===== src/rtl/input_conditioner.sv =====
// Multi-channel button/switch conditioner: polarity fix, synchroniser, debounce,
// edge pulses, long-press detection and optional auto-repeat per channel.
module input_conditioner #(
  parameter int                  CHANNELS          = 8,
  parameter int                  SYNC_STAGES       = 2,
  parameter int                  DEBOUNCE_CYCLES   = 16,
  parameter logic [CHANNELS-1:0] ACTIVE_LOW_MASK   = '0,
  parameter int                  LONG_PRESS_CYCLES = 1000,
  parameter int                  REPEAT_CYCLES     = 0
) (
  input  logic                Clk,
  input  logic                nReset,
  input  logic [CHANNELS-1:0] RawIn,
  output logic [CHANNELS-1:0] Level,
  output logic [CHANNELS-1:0] Rise,
  output logic [CHANNELS-1:0] Fall,
  output logic [CHANNELS-1:0] LongPress,
  output logic [CHANNELS-1:0] Repeat
);

  localparam int DB_W     = $clog2(DEBOUNCE_CYCLES) + 1;
  localparam int HOLD_MAX = (LONG_PRESS_CYCLES > REPEAT_CYCLES) ? LONG_PRESS_CYCLES : REPEAT_CYCLES;
  localparam int HOLD_W   = $clog2(HOLD_MAX + 1);

  for (genvar i = 0; i < CHANNELS; i++) begin : g_ch
    logic [SYNC_STAGES-1:0] sync_q;
    logic [DB_W-1:0]        db_cnt;
    logic [HOLD_W-1:0]      hold_cnt;
    logic                   level_q, rise_q, fall_q, long_q;
    logic                   sync_bit, db_hit, flip, level_nxt, held;

    assign sync_bit  = sync_q[SYNC_STAGES-1];
    assign db_hit    = (db_cnt == DB_W'(DEBOUNCE_CYCLES - 1));
    assign flip      = (sync_bit != level_q) && db_hit;
    assign level_nxt = flip ? sync_bit : level_q;
    // True only while the press continues through this edge; a Fall clears
    // the hold/repeat state in the same cycle the Level drops.
    assign held      = level_q && level_nxt;

    // NOTE: every flop, counters included, is reset so that an asserted
    // nReset leaves no stale press state and no spurious pulse on release.
    always_ff @(posedge Clk or negedge nReset) begin
      if (!nReset) begin
        sync_q   <= '0;
        db_cnt   <= '0;
        hold_cnt <= '0;
        level_q  <= 1'b0;
        rise_q   <= 1'b0;
        fall_q   <= 1'b0;
        long_q   <= 1'b0;
      end else begin
        // NOTE: non-blocking assignments so every flop samples pre-edge values,
        // which is what makes the shift chain and counters behave as registers.
        sync_q <= {sync_q[SYNC_STAGES-2:0], RawIn[i] ^ ACTIVE_LOW_MASK[i]};

        if (sync_bit != level_q)
          db_cnt <= db_hit ? '0 : db_cnt + DB_W'(1);
        else
          db_cnt <= '0;

        level_q <= level_nxt;
        rise_q  <= flip & sync_bit;
        fall_q  <= flip & ~sync_bit;

        if (!held)
          hold_cnt <= '0;
        else if (hold_cnt != '1)
          hold_cnt <= hold_cnt + HOLD_W'(1);

        long_q <= held && (hold_cnt == HOLD_W'(LONG_PRESS_CYCLES - 1));
      end
    end

    assign Level[i]     = level_q;
    assign Rise[i]      = rise_q;
    assign Fall[i]      = fall_q;
    assign LongPress[i] = long_q;

    if (REPEAT_CYCLES > 0) begin : g_rpt
      localparam int RPT_W = $clog2(REPEAT_CYCLES + 1);
      logic [RPT_W-1:0] rpt_cnt;
      logic             rpt_q, armed, rpt_hit;

      // Hold saturates at all-ones, which is never below LONG_PRESS_CYCLES,
      // so armed stays set for the rest of the press after LongPress fired.
      assign armed   = held && (hold_cnt >= HOLD_W'(LONG_PRESS_CYCLES));
      assign rpt_hit = (rpt_cnt == RPT_W'(REPEAT_CYCLES - 1));

      always_ff @(posedge Clk or negedge nReset) begin
        if (!nReset) begin
          rpt_cnt <= '0;
          rpt_q   <= 1'b0;
        end else begin
          if (!armed || rpt_hit)
            rpt_cnt <= '0;
          else
            rpt_cnt <= rpt_cnt + RPT_W'(1);
          rpt_q <= armed && rpt_hit;
        end
      end

      assign Repeat[i] = rpt_q;
    end else begin : g_no_rpt
      assign Repeat[i] = 1'b0;
    end
  end

endmodule


===== config.mk =====
export PLATFORM = sky130hd
export DESIGN_NAME = input_conditioner
export DESIGN_NICKNAME = d
export VERILOG_FILES = /design/src/rtl/input_conditioner.sv
export SDC_FILE = /design/constraint.sdc
export NUM_CORES = 1
export LEC_CHECK = 0
export CAP_MARGIN = 20
export CORE_MARGIN = 2
export CORE_UTILIZATION = 57
export DETAILED_ROUTE_END_ITERATION = 6
export DONT_BUFFER_PORTS = 1
export GPL_ROUTABILITY_DRIVEN = 0
export GPL_TIMING_DRIVEN = 0
export PLACE_DENSITY_LB_ADDON = 0.25
export SLEW_MARGIN = 20
export SYNTH_ARGS = -nofsm -noshare
export SYNTH_HDL_FRONTEND = slang
export SYNTH_SLANG_ARGS = --single-unit

===== constraint.sdc =====
create_clock -name Clk -period 1.64 [get_ports Clk]
set_clock_uncertainty 0.2 [all_clocks]
set_input_delay 0.328 -clock Clk [delete_from_list [all_inputs] [get_ports Clk]]
set_output_delay 0.328 -clock Clk [all_outputs]
set_load 0.03 [all_outputs]

==> reports/results.md, run 1 <==
• main combinational cell family by area after synthesis: simple AND/OR/NAND/NOR gates
• CTS Buf Count: 17
• vias in the first global route: 5421
• area growth from synthesis to final layout: 30.4%
• ordered list of cells on the worst path: ha_4, nand4_1, nor3_4, buf_6, mux2i_1, nor2_1
• PwrDens: 870 nW/um^2
• violations in the final reports: hold timing, setup timing
• top library cells by usage in the layout, fill and taps aside: sky130_fd_sc_hd__dfrtp_1 (158), sky130_fd_sc_hd__buf_4 (112), sky130_fd_sc_hd__nor2_1 (73)
• number of diodes: 0
• count of endpoints failing setup in the final report: 15
• RSZ-0062 raised after global routing: yes
• post-route fraction of the period consumed by the critical path: 1.07
• post-synthesis instance area: 7590 sq um
• synthesized flop and latch total: 168
• share of final-layout standard cells stronger than drive strength 1: 0.348
• DRT Wirelength: 16.5 mm
• post-DP HPWL: 8.03 mm
• type of destination of the critical path: flip-flop
• area post-placement: 7880 sq um
• Synth async-reset ratio: 1.00
• die span in y: 119 um
• Avg Cell Area, Syn: 10.9 sq um
• leading cell type in the layout, fill and taps excluded: sky130_fd_sc_hd__dfrtp_1
• status: finished with violations
• LEAKAGE: 4.60 nW
• library cell with the largest summed area after synthesis: sky130_fd_sc_hd__dfrtp_1
• highest cell delay on the worst timing path: 0.42 ns
• CTS Buffer Depth: 2
• Synth Area in Compound Gates: 0.0842
• worst min path class: in -> async
• wire length of the first global-routing pass: 24.1 mm
• Worst VDD drop: 0.746 mV
• clk sink count: 168
• Crit-path slowest cell: sky130_fd_sc_hd__dfrtp_1
• number of flops mapped to enable cells by yosys: 0
• TritonCTS clock tree: built
• number of nets still failing antenna checks after routing: 0
• FF-to-FF path depth: 6
• 1st-iter DRT viols: 451
• min cycle time layout: 1.76 ns
• DRC Markers: 0
• upper clock frequency limit: 567 MHz
• H-tree depth: 4
• DP Worst Slack: -0.259 ns
• GRT Util Overall: 0.210
• Hold Fails Final Rpt: 168
• effective utilization at floorplan: 0.578
• total grt overflow: 0
• WHS: -0.605 ns
• number of nets in the layout: 837
• synth unique cells: 57
• root buffer selected by CTS: sky130_fd_sc_hd__clkbuf_16
• gate count of the mapped netlist: 695
• Floorplan Core Area: 13100 sq um
• kind of critical path: reg -> reg
• initial antenna violation count: 0
• maximum number of pins on one net before global-route repair: 169
• setup ws final: -0.122 ns
• Syn. warnings: 0
• multiplexer area fraction after synthesis: 0.0251
• worst-skew pair later-pin latency: 0.43 ns
• die area: 14300 sq um
• number of top-level pins: 50
• largest fanout on the critical path: 4
• clock transition time at the flip-flop clock pins of the worst setup and hold paths: 0.06 ns
• count of final max-slew check failures: 0
• MaxCap Viol Count: 0
• hold_buf cts: 8
• count of standard-cell rows: 42
• share of synthesized area occupied by flip-flops and latches: 0.554
• simple-gate share of the synthesized area: 0.213
• leading register cell type out of synthesis: sky130_fd_sc_hd__dfrtp_1
• Post-Synth Adder-Cell Area: 0.0264
• width of the die: 119 um
• crit path launch type: flip-flop
• routed length per instance: 16.5 um
• synthesized-area fraction occupied by xor and xnor cells: 0.0462
• I/O Buffers: 0
• arrival time worst endpoint: 1.88 ns
• fraction of synthesized cell area taken by the top area cell type: 0.554
• routed vias: 5738
• total iterations of the first detailed-routing run: 7
• required arrival time at the worst endpoint: 1.76 ns
• fin area: 9900 sq um
• average via count per standard cell: 5.75
• largest cells by area after synthesis: sky130_fd_sc_hd__dfrtp_1 (55%), sky130_fd_sc_hd__buf_4 (4.1%), sky130_fd_sc_hd__xor2_1 (4.0%)
[cell type report]
| cell class | count | area [sq um] |
|---|---|---|
| Clock inverter | 13 | 179 |
| Fill cell | 812 | 3240 |
| Buffer | 50 | 418 |
| Clock buffer | 17 | 425 |
| Timing Repair Buffer | 93 | 771 |
| Sequential cell | 168 | 4220 |
| Tap cell | 176 | 220 |
| Multi-Input combinational cell | 475 | 3640 |
| Inverter | 6 | 22.5 |
[routing by layer]
| metal | part of all wire | GRT usage | vias up |
|---|---|---|---|
| met1 | 0.41 | 0.255 | 2875 |
| met3 | 0.038 | 0.0565 | 22 |
| met4 | 0.013 | 0.0816 | 0 |
| li1 | - | - | 2697 |
| met2 | 0.54 | 0.357 | 144 |
| met5 | 0 | 0 | - |
[kinds of logic after synthesis]
logic type,Yosys count
mux,18
xor+xnor,40
compound gates,97
simple gates,296
buf+inv,59
flops,168
fa+ha+maj,16
other cells,1
[synth_stat cells, types with 18 or more instances]
| master | number |
|---|---|
| sky130_fd_sc_hd__and3_1 | 23 |
| sky130_fd_sc_hd__nor2_1 | 81 |
| sky130_fd_sc_hd__dfrtp_1 | 168 |
| sky130_fd_sc_hd__buf_4 | 41 |
| sky130_fd_sc_hd__a31oi_1 | 32 |
| sky130_fd_sc_hd__nor3_1 | 27 |
| sky130_fd_sc_hd__nand3_1 | 31 |
| sky130_fd_sc_hd__nand2_1 | 38 |
| sky130_fd_sc_hd__xor2_1 | 35 |
| sky130_fd_sc_hd__nor3b_1 | 18 |
[timing repair]
action / 4_1_cts / 5_1_grt
endpoints found under the setup margin: 85 / 83
setup buffers: 43 / 38
cloned: 3 / 2
resized for setup: 76 / 84
pin swaps: 22 / 45
hold endpoints to repair: 176 / 168
[stage by stage]
step                hold slack, ns  power (W)   util  TNS (ns)  instances
finish                      -0.605    0.00861  0.753    -0.626        998
global route                -0.630    0.00888  0.753     -3.06        998
CTS                         -0.623    0.00864  0.702    -0.425        961
detailed placement          -0.162    0.00448  0.600    -12.54        878
global placement            -0.163    0.00447  0.600     -7.34        878
floorplan                   -0.168    0.00445      -   -0.0434        702
[critical path: cells and delay by family, from the launching register on]
| family | cells | cell delay (ns) |
|---|---|---|
| flip-flops | 1 | 0.42 |
| multiplexers | 1 | 0.22 |
| buffers and inverters | 1 | 0.16 |
| adder cells (fa/ha/maj) | 1 | 0.17 |
| AND/OR/NAND/NOR | 3 | 0.50 |
[report_power, final]
part	internal (W)	switching [W]
logic	0.000112	0.0000927
registers	0.00421	0.0000684
clock network	0.00252	0.00160
[worst paths after layout]
check	start	end	slack, ns
min	nReset	g_ch[6].hold_cnt[6]	-0.61
max reg2reg	g_ch[4].hold_cnt[1]	g_ch[4].hold_cnt[1]	-0.12
min in group Clk	g_ch[5].sync_q[0]	g_ch[5].sync_q[1]	0.15
max in group asynchronous	nReset	g_ch[7].level_q	1.55
max	g_ch[4].hold_cnt[1]	g_ch[4].hold_cnt[1]	-0.12
min reg2reg	g_ch[5].sync_q[0]	g_ch[5].sync_q[1]	0.15
[flip-flops by register name (all words and copies together) (netlist names)]
register	cells
g_ch.db_cnt	40
g_ch.fall_q	8
g_ch.hold_cnt	80
g_ch.level_q	8
g_ch.long_q	8
g_ch.rise_q	8
g_ch.sync_q	16
Note: power is estimated with default switching activity, not from simulation.
==> run 2: changes to the inputs <==
Settings changed: ABC_AREA from default to 1, CORE_UTILIZATION 57 to 58, CTS_CLUSTER_DIAMETER from default to 120.
==> run 2 against run 1 <==
The flow finishes with violations (hold timing); synthesized area rose by 9.4%; non-clock buffer count fell by 75; global-route usage fell by 1.6 points; core utilization fell by 6.3 points; power rose by 0.82%; combinational power fell by 6%; sequential share of layout area rose by 1.3 points; worst hold slack improved by 0.011 ns.
==> reports/results.md, run 2 <==
• status: finished with violations, unchanged
• violations in the final reports: hold timing, was hold timing, setup timing
• PnR Total Power: 0.00868 W, was 0.00861 W
• worst min path class: in -> async, unchanged
• maximum number of pins on one net before global-route repair: 169, unchanged
• H-tree depth: 4, unchanged
• synthesized flop and latch total: 168, unchanged
• die span in y: 124 um, was 119 um
• GRT Util Overall: 0.194, was 0.210
• filler-free cell count of the finished design: 1191, was 998
• type of destination of the critical path: output port, was flip-flop
• launching instance or port of the critical path: g_ch[7].level_q, was g_ch[4].hold_cnt[1]
• share of final-layout standard cells stronger than drive strength 1: 0.195, was 0.348
• Synth async-reset ratio: 1.00, unchanged
• min cycle time layout: 1.59 ns, was 1.76 ns
• upper clock frequency limit: 628 MHz, was 567 MHz
• MaxCap Viol Count: 0, unchanged
• largest fanout on the critical path: 6, was 4
• top library cells by usage in the layout, fill and taps aside: sky130_fd_sc_hd__nand2_1 (184), sky130_fd_sc_hd__dfrtp_1 (157), sky130_fd_sc_hd__nor2_1 (117), was sky130_fd_sc_hd__dfrtp_1 (158), sky130_fd_sc_hd__buf_4 (112), sky130_fd_sc_hd__nor2_1 (73)
• leading register cell type out of synthesis: sky130_fd_sc_hd__dfrtp_1, unchanged
• LEAKAGE: 4.32 nW, was 4.60 nW
• count of endpoints failing setup in the final report: 0, was 15
• area growth from synthesis to final layout: 15.7%, was 30.4%
• total iterations of the first detailed-routing run: 4, was 7
• Critical R2R Capture: g_ch[6].hold_cnt[0], was g_ch[4].hold_cnt[1]
• DRC Markers: 0, unchanged
• routed length per instance: 12.0 um, was 16.5 um
• registers with the highest flip-flop counts: g_ch.hold_cnt (80), g_ch.db_cnt (40), g_ch.sync_q (16), unchanged
• number of nets in the layout: 1025, was 837
• CTS Buf Count: 17, unchanged
• number of nets still failing antenna checks after routing: 0, unchanged
• largest cells by area after synthesis: sky130_fd_sc_hd__dfrtp_1 (51%), sky130_fd_sc_hd__nand2_1 (8.6%), sky130_fd_sc_hd__nor2_1 (5.4%), was sky130_fd_sc_hd__dfrtp_1 (55%), sky130_fd_sc_hd__buf_4 (4.1%), sky130_fd_sc_hd__xor2_1 (4.0%)
• r2r startpoint: g_ch[6].hold_cnt[0], was g_ch[4].hold_cnt[1]
• clk sink count: 168, unchanged
• crit path launch type: flip-flop, unchanged
• effective utilization at floorplan: 0.596, was 0.578
• worst-skew pair later-pin latency: 0.42 ns, was 0.43 ns
• PwrDens: 903 nW/um^2, was 870 nW/um^2
• number of logic stages on the critical path including buffering: 1, was 6
• most repeated cell in the gate-level netlist after synthesis: sky130_fd_sc_hd__nand2_1, was sky130_fd_sc_hd__dfrtp_1
• FF-to-FF path depth: 7, was 6
• total grt overflow: 0, unchanged
• highest cell delay on the worst timing path: 0.46 ns, was 0.42 ns
• ordered list of cells on the worst path: buf_4, was ha_4, nand4_1, nor3_4, buf_6, mux2i_1, nor2_1
• family with the most delay on the worst path: flip-flops, was simple AND/OR/NAND/NOR gates
• commonest cells in the synthesized netlist: sky130_fd_sc_hd__nand2_1 (190), sky130_fd_sc_hd__dfrtp_1 (168), sky130_fd_sc_hd__nor2_1 (120), was sky130_fd_sc_hd__dfrtp_1 (168), sky130_fd_sc_hd__nor2_1 (81), sky130_fd_sc_hd__buf_4 (41)
• synth unique cells: 32, was 57
• Syn. warnings: 0, unchanged
• Crit-path slowest cell: sky130_fd_sc_hd__dfrtp_2, was sky130_fd_sc_hd__dfrtp_1
• count of standard-cell rows: 43, was 42
• leading cell type in the layout, fill and taps excluded: sky130_fd_sc_hd__nand2_1, was sky130_fd_sc_hd__dfrtp_1
• number of cells in the design after placement: 1132, was 878
• number of diodes: 0, unchanged
• number of top-level pins: 50, unchanged
• Most flops, register: g_ch.hold_cnt, unchanged
• count of final max-slew check failures: 0, unchanged
• post-route fraction of the period consumed by the critical path: 0.971, was 1.07
• share of synthesized area occupied by flip-flops and latches: 0.506, was 0.554
• required arrival time at the worst endpoint: 1.11 ns, was 1.76 ns
• fraction of the core area covered by cells at the end of the flow: 0.690, was 0.753
• post-DP HPWL: 9.19 mm, was 8.03 mm
• WHS: -0.594 ns, was -0.605 ns
• CTS Buffer Depth: 2, unchanged
• flip-flop count of the largest register, all copies and words added: 80, unchanged
• I/O Buffers: 0, unchanged
• gate count of the mapped netlist: 945, was 695
• library cell with the largest summed area after synthesis: sky130_fd_sc_hd__dfrtp_1, unchanged
• number of flops mapped to enable cells by yosys: 0, unchanged
• routed vias: 6073, was 5738
• arrival time worst endpoint: 1.06 ns, was 1.88 ns
• width of the die: 124 um, was 119 um
• Hold Fails Final Rpt: 168, unchanged
• hold_buf cts: 8, unchanged
• clock transition time at the flip-flop clock pins of the worst setup and hold paths: 0.06 ns, about the same
• fraction of synthesized cell area taken by the top area cell type: 0.506, was 0.554
• worst reg2reg setup slack: 0.07 ns, was -0.12 ns
• DRT Wirelength: 14.3 mm, was 16.5 mm
• 1st-iter DRT viols: 232, was 451
• wire length of the first global-routing pass: 23.8 mm, was 24.1 mm
• RSZ-0062 raised after global routing: yes, unchanged
• Avg Cell Area, Syn: 8.79 sq um, was 10.9 sq um
• post-synthesis instance area: 8310 sq um, was 7590 sq um
• initial antenna violation count: 0, unchanged
• TritonCTS clock tree: built, unchanged
• average via count per standard cell: 5.10, was 5.75
• vias in the first global route: 5697, was 5421
• final total negative setup slack: 0 ns, was -0.626 ns
• Worst VDD drop: 0.625 mV, was 0.746 mV
• Floorplan Core Area: 13900 sq um, was 13100 sq um
• die area: 15300 sq um, was 14300 sq um
• root buffer selected by CTS: sky130_fd_sc_hd__clkbuf_16, unchanged
• buffering stage count on the worst path with inverters included: 1, unchanged
• kind of critical path: reg -> out, was reg -> reg
-- run 2: per-stage QoR --
step | cell area [sq um] | setup slack [ns]
final | 9610 | 0.0477
after global routing | 9610 | -0.0663
after CTS | 9290 | 0.00134
after detailed placement | 8560 | -0.0616
after global placement | 8560 | -0.0464
after floorplan | 8330 | 0.116
-- run 2: routing by layer --
metal,wire (um),GRT usage,vias to the layer above
met1,6380,0.240,2868
met4,262,0.0817,0
li1,-,-,3117
met5,0,0,-
met3,369,0.0421,24
met2,7250,0.329,64
-- run 2: how the worst max path moves through the flow --
stage          slack (ns)             endpoint
2_1_floorplan        0.12  g_ch[5].hold_cnt[1]
3_3_place_gp        -0.05  g_ch[5].hold_cnt[0]
3_5_place_dp        -0.06  g_ch[5].hold_cnt[0]
4_1_cts             0.001  g_ch[5].hold_cnt[0]
5_1_grt             -0.07  g_ch[6].hold_cnt[1]
6_report             0.05             Level[7]
-- run 2: cell type report --
class,count,area (sq um)
Tap cell,180,225
Inverter,97,370
Timing Repair Buffer,27,220
Fill cell,1099,4320
Sequential cell,168,4220
Buffer,41,312
Clock buffer,20,467
Multi-Input combinational cell,647,3630
Clock inverter,11,171
-- run 2: worst register-to-register path: stages (launching register included) --
cell	delay [ns]
sky130_fd_sc_hd__dfrtp_2	0.38
sky130_fd_sc_hd__ha_2	0.21
sky130_fd_sc_hd__nand2_1	0.11
sky130_fd_sc_hd__nor2_4	0.14
sky130_fd_sc_hd__nand3_1	0.12
sky130_fd_sc_hd__nor2_2	0.17
sky130_fd_sc_hd__nand3_1	0.09
sky130_fd_sc_hd__nand2_1	0.08
-- run 2: cells by family after synthesis --
| group | count (synthesis) | synth area share |
|---|---|---|
| and+or+nand+nor | 501 | 0.288 |
| DFF | 168 | 0.506 |
| buffers and inverters | 138 | 0.0821 |
| AOI/OAI and AO/OA | 84 | 0.0606 |
| xor gates and xnor gates | 37 | 0.0390 |
| adders and majority gates | 16 | 0.0241 |
| other | 1 | 0.000452 |
-- run 2: repair_timing --
action,4_1_cts,5_1_grt
buffers inserted,1,17
gates resized for setup,3,46
gates cloned,0,2
endpoints found under the setup margin,17,93
pin swaps,0,13
endpoints found under the hold margin,176,168
-- run 2: power breakdown --
part | switching [W] | internal, W
clock network | 0.00157 | 0.00266
logic | 0.000107 | 0.0000850
registers | 0.0000501 | 0.00421
total | 0.00172 | 0.00696
==> run 3: changes to the inputs <==
Settings changed: CORE_MARGIN 2 to 5.
==> run 3 against run 2 <==
The run still ends with hold timing left; worst hold slack worse by 0.0080 ns; die area is 9.9% higher; power decreased by 1.8%; largest power group unchanged; via count is essentially flat; cell area down 0.10%; global-route usage decreased by 1.5 points; critical path type unchanged; highest routed layer unchanged; clock-buffer cell count grew 4.
==> reports/results.md, run 3 (synthesis results as in run 2) <==
• fraction of the core area covered by cells at the end of the flow: 0.686, was 0.690
• hold_buf cts: 8, unchanged
• ordered list of cells on the worst path: buf_4, unchanged
• TritonCTS clock tree: built, unchanged
• Floorplan Core Area: 14000 sq um, was 13900 sq um
• initial antenna violation count: 0, unchanged
• area growth from synthesis to final layout: 15.6%, was 15.7%
• WHS: -0.602 ns, was -0.594 ns
• I/O Buffers: 0, unchanged
• crit path launch type: flip-flop, unchanged
• count of final max-slew check failures: 0, unchanged
• wire length of the first global-routing pass: 24.5 mm, was 23.8 mm
• buffering stage count on the worst path with inverters included: 1, unchanged
• count of standard-cell rows: 43, unchanged
• post-route fraction of the period consumed by the critical path: 0.975, was 0.971
• effective utilization at floorplan: 0.594, was 0.596
• Hold Fails Final Rpt: 168, unchanged
• CTS Buffer Depth: 2, unchanged
• RSZ-0062 raised after global routing: yes, unchanged
• worst min path class: in -> async, unchanged
• die span in y: 130 um, was 124 um
• FF-to-FF path depth: 6, was 7
• registers with the highest flip-flop counts: g_ch.hold_cnt (80), g_ch.db_cnt (40), g_ch.sync_q (16), unchanged
• worst-skew pair later-pin latency: 0.43 ns, was 0.42 ns
• Combinational Power Share: 0.022, about the same
• PwrDens: 888 nW/um^2, was 903 nW/um^2
• r2r startpoint: g_ch[0].hold_cnt[1], was g_ch[6].hold_cnt[0]
• GRT Util Overall: 0.179, was 0.194
• fill cell instance count of the final layout: 1126, was 1099
• type of destination of the critical path: output port, unchanged
• worst reg2reg setup slack: 0.07 ns, about the same
• CTS Buf Count: 17, unchanged
• total iterations of the first detailed-routing run: 4, unchanged
• min cycle time layout: 1.60 ns, was 1.59 ns
• routed vias: 6079, was 6073
• die area: 16800 sq um, was 15300 sq um
• width of the die: 130 um, was 124 um
• highest cell delay on the worst timing path: 0.45 ns, was 0.46 ns
• count of endpoints failing setup in the final report: 0, unchanged
• arrival time worst endpoint: 1.07 ns, was 1.06 ns
• Crit-path slowest cell: sky130_fd_sc_hd__dfrtp_1, was sky130_fd_sc_hd__dfrtp_2
• share of final-layout standard cells stronger than drive strength 1: 0.201, was 0.195
• number of top-level pins: 50, unchanged
• maximum number of pins on one net before global-route repair: 169, unchanged
• average via count per standard cell: 5.10, about the same
• number of diodes: 0, unchanged
• proportion of total power due to net switching: 0.198, was 0.199
• clock transition time at the flip-flop clock pins of the worst setup and hold paths: 0.06 ns, about the same
• Worst VDD drop: 0.721 mV, was 0.625 mV
• Critical R2R Capture: g_ch[0].hold_cnt[8], was g_ch[6].hold_cnt[0]
• vias in the first global route: 5715, was 5697
• Net Switching: 0.00169 W, was 0.00172 W
• LEAKAGE: 4.33 nW, was 4.32 nW
• H-tree depth: 4, unchanged
• final total negative setup slack: 0 ns, unchanged
• upper clock frequency limit: 625 MHz, was 628 MHz
• DRC Markers: 0, unchanged
• kind of critical path: reg -> out, unchanged
• DRT Wirelength: 14.4 mm, was 14.3 mm
• launching instance or port of the critical path: g_ch[1].level_q, was g_ch[7].level_q
• violations in the final reports: hold timing, unchanged
• routed length per instance: 12.0 um, about the same
• post-DP HPWL: 9.45 mm, was 9.19 mm
• part of the total power dissipated in sequential elements: 0.500, was 0.491
• flip-flop count of the largest register, all copies and words added: 80, unchanged
• number of cells in the design after placement: 1132, unchanged
• MaxCap Viol Count: 0, unchanged
• top library cells by usage in the layout, fill and taps aside: sky130_fd_sc_hd__nand2_1 (181), sky130_fd_sc_hd__dfrtp_1 (155), sky130_fd_sc_hd__nor2_1 (117), was sky130_fd_sc_hd__nand2_1 (184), sky130_fd_sc_hd__dfrtp_1 (157), sky130_fd_sc_hd__nor2_1 (117)
• number of nets still failing antenna checks after routing: 0, unchanged
• Clk pwr share: 0.478, was 0.487
• number of nets in the layout: 1026, was 1025
• family with the most delay on the worst path: flip-flops, unchanged
• 1st-iter DRT viols: 316, was 232
• total grt overflow: 0, unchanged
• filler-free cell count of the finished design: 1193, was 1191
• internal power consumption: 0.00684 W, was 0.00696 W
• clk sink count: 168, unchanged
• required arrival time at the worst endpoint: 1.11 ns, about the same
• largest fanout on the critical path: 6, unchanged
• Most flops, register: g_ch.hold_cnt, unchanged
• status: finished with violations, unchanged
• leading cell type in the layout, fill and taps excluded: sky130_fd_sc_hd__nand2_1, unchanged
• PnR Total Power: 0.00853 W, was 0.00868 W
• root buffer selected by CTS: sky130_fd_sc_hd__clkbuf_16, unchanged
-- run 3: worst max path at each step --
| stage | end | depth (start not counted) |
|---|---|---|
| 2_1_floorplan | g_ch[5].hold_cnt[1] | 8 |
| 3_3_place_gp | g_ch[5].hold_cnt[1] | 8 |
| 3_5_place_dp | g_ch[5].hold_cnt[1] | 8 |
| 4_1_cts | g_ch[6].hold_cnt[0] | 7 |
| 5_1_grt | g_ch[5].db_cnt[3] | 6 |
| 6_report | Level[1] | 1 |
-- run 3: timing repair --
item	4_1_cts	5_1_grt
pin swaps	0	15
gates resized for setup	5	52
endpoints found under the hold margin	176	168
buffers inserted	0	19
endpoints found under the setup margin	16	95
cloned	0	2
-- run 3: metrics by stage --
| stage | area [sq um] | hold WS [ns] | setup slack [ns] |
|---|---|---|---|
| 4_1_cts | 9260 | -0.619 | 0.00608 |
| 3_3_place_gp | 8560 | -0.164 | -0.0231 |
| 6_report | 9600 | -0.602 | 0.0412 |
| 3_5_place_dp | 8560 | -0.165 | -0.0352 |
| 5_1_grt | 9600 | -0.630 | -0.0237 |
| 2_1_floorplan | 8330 | -0.168 | 0.116 |
-- run 3: worst register-to-register path, cell delays in order (launching register included) --
cell and delay [ns]:
sky130_fd_sc_hd__dfrtp_1 0.40, sky130_fd_sc_hd__ha_2 0.24, sky130_fd_sc_hd__nand2_2 0.08, sky130_fd_sc_hd__nor2_4 0.17, sky130_fd_sc_hd__buf_4 0.13, sky130_fd_sc_hd__nand4_1 0.07, sky130_fd_sc_hd__nor3b_2 0.16
-- run 3: area by class of cell --
cell class,instances,area [sq um],share of cell area
Multi-Input combinational cell,647,3630,0.379
Timing Repair Buffer,28,230,0.0240
Tap cell,180,225,0.0235
Clock buffer,24,492,0.0512
Sequential cell,168,4220,0.440
Inverter,97,370,0.0386
Buffer,41,312,0.0324
Clock inverter,8,118,0.0122
-- run 3: power by group through the flow --
stage               Sequential, W  Clock [W]  Combinational [W]
finish                    0.00426    0.00408           0.000192
global route              0.00427    0.00436           0.000219
CTS                       0.00426    0.00417           0.000186
detailed placement        0.00434          0           0.000168
global placement          0.00433          0           0.000163
floorplan                 0.00433          0           0.000147
-- run 3: metal layers --
layer  track usage  up-vias  share of wire
met5             0        -              0
met4        0.0642        0          0.012
met3        0.0466       19          0.033
met2         0.294       62           0.50
met1         0.232     2876           0.45
li1              -     3122              -
